File: config.mk
export PLATFORM = sky130hd
export DESIGN_NAME = pipe_ctrl
export DESIGN_NICKNAME = d
export VERILOG_FILES = /design/src/rtl/rv32i_types.sv /design/src/rtl/pipe_perf_cnt.sv /design/src/rtl/pipe_ctrl.sv
export SDC_FILE = /design/constraint.sdc
export NUM_CORES = 1
export LEC_CHECK = 0
export CAP_MARGIN = 10
export CORE_UTILIZATION = 45
export CTS_BUF_LIST = sky130_fd_sc_hd__clkbuf_16
export DETAILED_ROUTE_END_ITERATION = 7
export GPL_ROUTABILITY_DRIVEN = 0
export PLACE_DENSITY = 0.87
export SYNTH_ARGS = -nofsm -noshare
export SYNTH_HDL_FRONTEND = slang
export SYNTH_SLANG_ARGS = --single-unit
File: constraint.sdc
create_clock -name clk -period 2.1 [get_ports clk]
set_input_delay 0.315 -clock clk [delete_from_list [all_inputs] [get_ports clk]]
set_output_delay 0.315 -clock clk [all_outputs]
set_load 0.005 [all_outputs]
File: src/rtl/rv32i_types.sv
// Shared RV32I core types: pipeline stage indices and reset fetch address.
package rv32i_types;

  // Stage indices of the default 5-stage in-order pipeline.
  localparam int STAGE_IF  = 0;
  localparam int STAGE_ID  = 1;
  localparam int STAGE_EX  = 2;
  localparam int STAGE_MEM = 3;
  localparam int STAGE_WB  = 4;

  localparam int NUM_STAGES_DEFAULT     = 5;
  localparam int REDIRECT_STAGE_DEFAULT = STAGE_EX;

  // First fetch address after reset.
  localparam logic [31:0] RESET_PC_DEFAULT = 32'h1eceb000;

  // Width of the architectural instruction step.
  localparam int INSN_BYTES = 4;

endpackage

File: src/rtl/pipe_perf_cnt.sv
// Saturating 32-bit event counter with increment enable.
module pipe_perf_cnt (
  input  logic        clk,
  input  logic        rst,
  input  logic        inc,
  output logic [31:0] cnt
);

  logic [31:0] cnt_d, cnt_q;

  // Count enabled events, sticking at all-ones instead of wrapping.
  always_comb begin
    cnt_d = cnt_q;
    if (inc && (cnt_q != 32'hFFFF_FFFF)) cnt_d = cnt_q + 32'd1;
  end

  // Counter register, cleared asynchronously.
  always_ff @(posedge clk or negedge rst) begin
    if (!rst) cnt_q <= '0;
    else      cnt_q <= cnt_d;
  end

  assign cnt = cnt_q;

endmodule

File: src/rtl/pipe_ctrl.sv
// Pipeline sequencing controller: fetch PC, per-stage valid bits, per-stage
// load/bubble enables and retire order counter for the in-order RV32I core.
// Optional performance counters are built when PIPE_CTRL_PERF_EN is defined.
module pipe_ctrl
  import rv32i_types::*;
#(
  parameter int                  NUM_STAGES     = NUM_STAGES_DEFAULT,
  parameter int                  REDIRECT_STAGE = REDIRECT_STAGE_DEFAULT,
  parameter int                  PC_WIDTH       = 32,
  parameter logic [PC_WIDTH-1:0] RESET_PC       = PC_WIDTH'(RESET_PC_DEFAULT),
  parameter int                  ORDER_WIDTH    = 64
) (
  input  logic                   clk,
  input  logic                   rst,
  input  logic [NUM_STAGES-1:0]  stall_req,
  input  logic                   redirect_valid,
  input  logic [PC_WIDTH-1:0]    redirect_pc,
  output logic [PC_WIDTH-1:0]    pc,
  output logic [NUM_STAGES-1:0]  stage_valid,
  output logic [NUM_STAGES-1:0]  load_en,
  output logic [NUM_STAGES-1:0]  bubble,
  output logic                   retire,
  output logic [ORDER_WIDTH-1:0] order,
  output logic [31:0]            perf_stall_cycles,
  output logic [31:0]            perf_flushes
);

  localparam logic [NUM_STAGES-1:0] VALID_RST = NUM_STAGES'(1);

  logic [NUM_STAGES-1:0]  frozen;
  logic [NUM_STAGES-1:0]  bubble_raw;
  logic                   redirect_taken;

  logic [PC_WIDTH-1:0]    pc_d, pc_q;
  logic [NUM_STAGES-1:0]  stage_valid_d, stage_valid_q;
  logic [ORDER_WIDTH-1:0] order_d, order_q;

  // Target low bits are dropped: fetch is always word aligned.
  logic unused_redirect_lsb;
  assign unused_redirect_lsb = ^redirect_pc[1:0];

  // A stall holds its own stage and everything upstream of it.
  genvar gi;
  for (gi = 0; gi < NUM_STAGES; gi++) begin : g_frz
    assign frozen[gi] = |stall_req[NUM_STAGES-1:gi];
  end

  // A redirect from a frozen stage waits until that stage can advance.
  assign redirect_taken = rst & redirect_valid & ~frozen[REDIRECT_STAGE];

  // Bubble where the upstream stage is frozen, or where a redirect squashes
  // the wrong-path instructions at or above the redirecting stage.
  assign bubble_raw[0] = 1'b0;
  for (gi = 1; gi < NUM_STAGES; gi++) begin : g_bub
    if (gi <= REDIRECT_STAGE) begin : g_flush
      assign bubble_raw[gi] = ~frozen[gi] & (frozen[gi-1] | redirect_taken);
    end else begin : g_noflush
      assign bubble_raw[gi] = ~frozen[gi] & frozen[gi-1];
    end
  end

  // Everything is quiet while reset is held.
  assign load_en = rst ? ~frozen   : '0;
  assign bubble  = rst ? bubble_raw : '0;
  assign retire  = rst & stage_valid_q[NUM_STAGES-1] & ~stall_req[NUM_STAGES-1];

  // Valid bits: hold when frozen, clear on bubble, otherwise shift down.
  always_comb begin
    stage_valid_d    = stage_valid_q;
    stage_valid_d[0] = 1'b1;
    for (int i = 1; i < NUM_STAGES; i++) begin
      if (!frozen[i]) begin
        stage_valid_d[i] = bubble_raw[i] ? 1'b0 : stage_valid_q[i-1];
      end
    end
  end

  // Next fetch address: redirect wins over sequential advance.
  always_comb begin
    pc_d = pc_q;
    if (redirect_taken) begin
      pc_d = {redirect_pc[PC_WIDTH-1:2], 2'b00};
    end else if (!frozen[0]) begin
      pc_d = pc_q + PC_WIDTH'(INSN_BYTES);
    end
  end

  // Retire order counts prior retirements and wraps naturally.
  always_comb begin
    order_d = order_q;
    if (retire) order_d = order_q + ORDER_WIDTH'(1);
  end

  // Sequencing state, cleared asynchronously.
  always_ff @(posedge clk or negedge rst) begin
    if (!rst) begin
      pc_q          <= RESET_PC;
      stage_valid_q <= VALID_RST;
      order_q       <= '0;
    end else begin
      pc_q          <= pc_d;
      stage_valid_q <= stage_valid_d;
      order_q       <= order_d;
    end
  end

  assign pc          = pc_q;
  assign stage_valid = stage_valid_q;
  assign order       = order_q;

`ifdef PIPE_CTRL_PERF_EN
  pipe_perf_cnt u_stall_cnt (
    .clk (clk),
    .rst (rst),
    .inc (|stall_req),
    .cnt (perf_stall_cycles)
  );

  pipe_perf_cnt u_flush_cnt (
    .clk (clk),
    .rst (rst),
    .inc (redirect_taken),
    .cnt (perf_flushes)
  );
`else
  assign perf_stall_cycles = '0;
  assign perf_flushes      = '0;
`endif

endmodule

Yosys cells after proc, flatten, opt, wreduce, memory -nomap -nowiden
Cells that the tools add are included.
{ "totals": {"regBits": 100, "latch_bits": 0, "ramBits": 0, "mem_bits_ro": 0, "input_bits": 40, "out_inout_bits": 176, "word_cells": 36, "n_memories": 0} }
{ "classes": {"addsub": 2, "n_mul": 0, "div_mod_pow": 0, "n_lt_le_gt_ge": 0, "eq_ne": 1, "shift": 0, "muxes": 8, "bitwise_logic": 15, "reduce_logical": 4} }
{ "op_table": {"columns": ["op", "count"], "rows": [
  ["64-bit by 1-bit adder with 64-bit output (second input constant)", 1],
  ["32-bit two-way mux", 2],
  ["32-bit by 3-bit adder with 32-bit output (second input constant)", 1],
  ["5-bit two-way mux", 2],
  ["1-bit AND", 8],
  ["5-bit inverter", 1],
  ["5-bit OR reduction", 1],
  ["1-bit two-way mux", 4],
  ["1-bit inverter", 4],
  ["4-bit OR reduction", 1],
  ["3-bit OR reduction", 1],
  ["2-bit by 1-bit inequality test with 1-bit output (second input constant)", 1],
  ["1-bit OR", 2],
  ["2-bit OR reduction", 1]
]} }

Longest topological paths before layout
{ "logic_depth": {"depth_word": 6, "depth_mapped": 6} }

Worst setup path after synthesis
No wires, ideal clock.
{ "synth_path": {"path_kind": "flip-flop to flip-flop", "startpoint": "register pc_q[12], in the netlist pc[12]", "endpoint": "register pc_q[30], in the netlist pc[30]", "setup_ps": 130, "arrival_ps": 1774, "required_time_ps": 1970, "slack_ps": 196, "path_stages_with_launch": 6, "synth_period_minus_slack_ps": 1904, "cell_sequence": "dfstp_2 > nand4_1 > or4_4 > nor4_4 > xnor2_1 > o21ai_1"} }
{ "synth_between": {"elab_chain_cells": 3} }
{ "synth_lines": {"columns": ["item", "line", "source"], "rows": [
  ["from (decl)", "pipe_ctrl.sv:34", "logic [PC_WIDTH-1:0] pc_d, pc_q;"],
  ["from (signal assigned)", "pipe_ctrl.sv:101", "pc_q <= pc_d;"],
  ["32-bit by 3-bit adder with 32-bit output", "pipe_ctrl.sv:84", "pc_d = pc_q + PC_WIDTH'(INSN_BYTES);"],
  ["32-bit two-way mux", "pipe_ctrl.sv:83", "end else if (!frozen[0]) begin"],
  ["32-bit two-way mux", "pipe_ctrl.sv:81", "if (redirect_taken) begin"]
]} }
Every way passes these cells. The select of a mux whose other input is x is not followed.
A chain may end at the register's enable or synchronous reset.

Final worst setup path
{ "layout_path": {"startpoint": "input stall_req[4]", "endpoint": "output load_en[0]"} }
{ "layout_between": {"elab_chain_cells": 3} }
{ "layout_lines": {"columns": ["item", "line", "source"], "rows": [
  ["from (decl)", "pipe_ctrl.sv:15", "input logic [NUM_STAGES-1:0] stall_req,"],
  ["5-bit OR reduction", "pipe_ctrl.sv:45", "assign frozen[gi] = |stall_req[NUM_STAGES-1:gi];"],
  ["5-bit inverter", "pipe_ctrl.sv:63", "assign load_en = rst ? ~frozen : '0;"],
  ["5-bit two-way mux", "pipe_ctrl.sv:63", null],
  ["to (decl)", "pipe_ctrl.sv:20", "output logic [NUM_STAGES-1:0] load_en,"]
]} }
Every way passes these cells.

==> impl_results.md <==
- Placed cells: about 940
- Port Buf Inserts: 145
- H-tree depth: 3
- Die X: around 110 um
- Total power: 4.75 mW
- Die Y: 114 um
- Root Driver: clkbuf_16
- Setup_tns: 0 ps
- Clock Path Buffers: 2
- Antenna violations before repair: 0
- # Max-Cap Violations: 0
- Worst R2R Start: pc[7]$_DFFE_PN0P_
- Outcome: complete, no violations
- Leakage power: ~3.5 nW
- CTS Sinks: 98
- Primary FF master, synth: dfrtp_1
- Ant diodes: 0
- PwrDens: approximately 600 nW/um^2
- CTS tree: done
- Drt total wl: between 10000 and 15000 um
- Routed len/inst: 15.3 um
- CP cell instances: dlygate4sd2_1, nor3_4, buf_4, and3_1, clkdlybuf4s50_1
- Non-filler cells, final: 962
- VDD IR max: between 0.3 and 0.4 mV
- Area of the multi-input gates: around 2800 sq um
- DR vias/cell: between 5 and 6
- Class of the worst hold path: in -> async
- Flop pwr share: 0.480
- Largest net degree at the start of global routing: 50
- Slew margin rel.: 0.604
- Final Util: 0.641
- Vias: about 5k
- Placed instance area: roughly 7400 sq um
- Hold slack: around 140 ps
- Post-synthesis area per instance: approximately 9.6 sq um
- Std cell rows: 40
- Final nets: between 800 and 900
- Clock latency on the worst-skew pair: roughly 350 ps
- CP required: about 1800 ps
- Register area: between 2000 and 2500 sq um
- Area Overhead vs Synth: 37.8%
- Final setup fails: 0
- Sw Ratio: 0.266
- Worst Path Max Fanout: 5
- Final Skew: 5.05 ps
- Most common cell after layout, fill and taps aside: clkdlybuf4s50_1
- Slew Viols, Final: 0
- Clk pwr share: 0.341
- Critical path endpoint category: primary output
- Full die area: between 10000 and 15000 sq um
- #FFs+latches synth: 98
- Post-route clock period utilization: 0.970
- Syn Inst Count: about 600
- Initial DRC Count: about 250
- Post-place setup slack: -196 ps
- Fmax: 0.491 GHz
- Period minus WS final: about 2000 ps
- Crit path DAT: around 1700 ps
- Tightest Pin Transition: a little under 600 ps
- Fillers: 963
- R2R cell count: 5
- Post-synthesis sequential area ratio: 0.440
- Total track usage: 0.232
- Commonest cells after routing, fill and taps aside: clkdlybuf4s50_1, dfrtp_1, conb_1
- Core area: about 12000 sq um
- Clock slew at the register clock pins of the worst setup and hold paths: roughly 70 ps
- EDFF count, synth: 0
- Post-route ant nets: 0
- Comb pwr share: 0.179
- HPWL after DPL: around 11000 um
- Worst reg2reg path endpoint: pc[16]$_DFFE_PN0P_
- Netlist cell types: 50
- Worst path max stage delay: 510 ps
- Internal power: approximately 3.5 mW
- Number of global-route vias before repair: ~4.7k
- Initial core utilization: 0.465
- Post-Syn Area: 5610 sq um
- # IOs: 216
- Layout cells sized above 1: 0.136
- Design Area, Final: 7730 sq um
- Final worst slack: between 60 and 70 ps
- Asr flop ratio synth: 1.00
- CP Launch Type: input port
- Internal reg-to-reg setup slack: approximately 100 ps
- Worst Setup EP: load_en[0]
- GRT overflow: 0
- Final Hold Vio Count: 0
- Slowest cell on crit path: clkdlybuf4s50_1
- First-pass GRT wire length: around 23000 um
- Worst Setup SP: stall_req[4]
- Type of the worst setup path: in -> out
- Yosys warnings: 0
- Cts bufs inserted: 9
- Drt drc: 0
- Pre-Repair DR Iteration Count: 5
- Net Sw Power: 1.27 mW
## registers in the layout, summed over array words and instances (netlist names)
register,cells
order,64
pc,30
stage_valid,4
## synthesized netlist by cell type (7+ instances only)
cell | number | area, sq um
dfrtp_1 | 86 | 2150
buf_4 | 69 | 518
nand2_1 | 61 | 229
nand3_1 | 42 | 210
xnor2_1 | 40 | 350
nor2_1 | 38 | 143
xor2_1 | 36 | 315
nand4_1 | 31 | 194
o21ai_0 | 21 | 105
nor4_1 | 18 | 113
nor3_1 | 17 | 85.1
inv_1 | 15 | 56.3
dfstp_2 | 12 | 315
and3_1 | 10 | 62.6
and4_1 | 8 | 70.1
a21oi_1 | 7 | 35.0
clkbuf_1 | 7 | 26.3
## what timing repair did
item,4_1_cts,5_1_grt
resized for setup,4,8
pin swaps,1,2
hold endpoints to repair,7,0
hold buffers,2,0
buffers inserted,0,0
setup endpoints to repair,7,15
## critical path, delay by kind of cell
family | cells | cell delay (ps)
buffers and inverters | 3 | 980
and+or+nand+nor | 2 | 420
## per-layer routing
layer	routed length, um	global-route usage	share of wire
met5	0	0	0
met4	357	0.107	0.024
met3	974	0.0356	0.066
met2	7480	0.396	0.51
met1	5910	0.290	0.40
## cell type report
| type | count | share of cell area |
|---|---|---|
| multi-input combinational | 462 | 0.363 |
| clock buffer | 9 | 0.0291 |
| timing repair buffer | 203 | 0.246 |
| tap | 168 | 0.0272 |
| sequential | 98 | 0.319 |
| clock inverter | 7 | 0.00809 |
| inverter | 15 | 0.00728 |
## power groups by stage
| stage | Combinational [mW] | Sequential [mW] | Clock, mW |
|---|---|---|---|
| 2_1_floorplan | 0.351 | 2.29 | 0 |
| 3_3_place_gp | 0.823 | 2.30 | 0 |
| 3_5_place_dp | 0.840 | 2.31 | 0 |
| 4_1_cts | 0.850 | 2.28 | 1.64 |
| 5_1_grt | 0.932 | 2.31 | 1.72 |
| 6_report | 0.850 | 2.28 | 1.62 |
## worst min-delay path by stage
stage / start / to / slack [ps] / depth (start not counted)
after floorplan: rst / order[0]$_DFFE_PN0P_ / 20 / 0
after global placement: rst / stage_valid[1]$_DFFE_PN0N_ / 150 / 1
after detailed placement: rst / stage_valid[1]$_DFFE_PN0N_ / 150 / 1
after CTS: rst / pc[13]$_DFFE_PN1P_ / 130 / 2
after global routing: rst / pc[13]$_DFFE_PN1P_ / 150 / 2
final: rst / order[16]$_DFFE_PN0P_ / 140 / 2
## logic make-up (layout without fill, tap and decap cells)
family          after synthesis  count (layout)  share of synthesized area
compound gates               52              52                     0.0595
xor+xnor                     76              76                      0.119
fa+ha+maj                     2               2                    0.00446
buf+inv                      93             234                      0.109
flops                        98              98                      0.440
mux                           1               1                    0.00178
other cells                   2              68                    0.00134
simple gates                263             263                      0.266
Note: power is estimated with default switching activity, not from simulation.
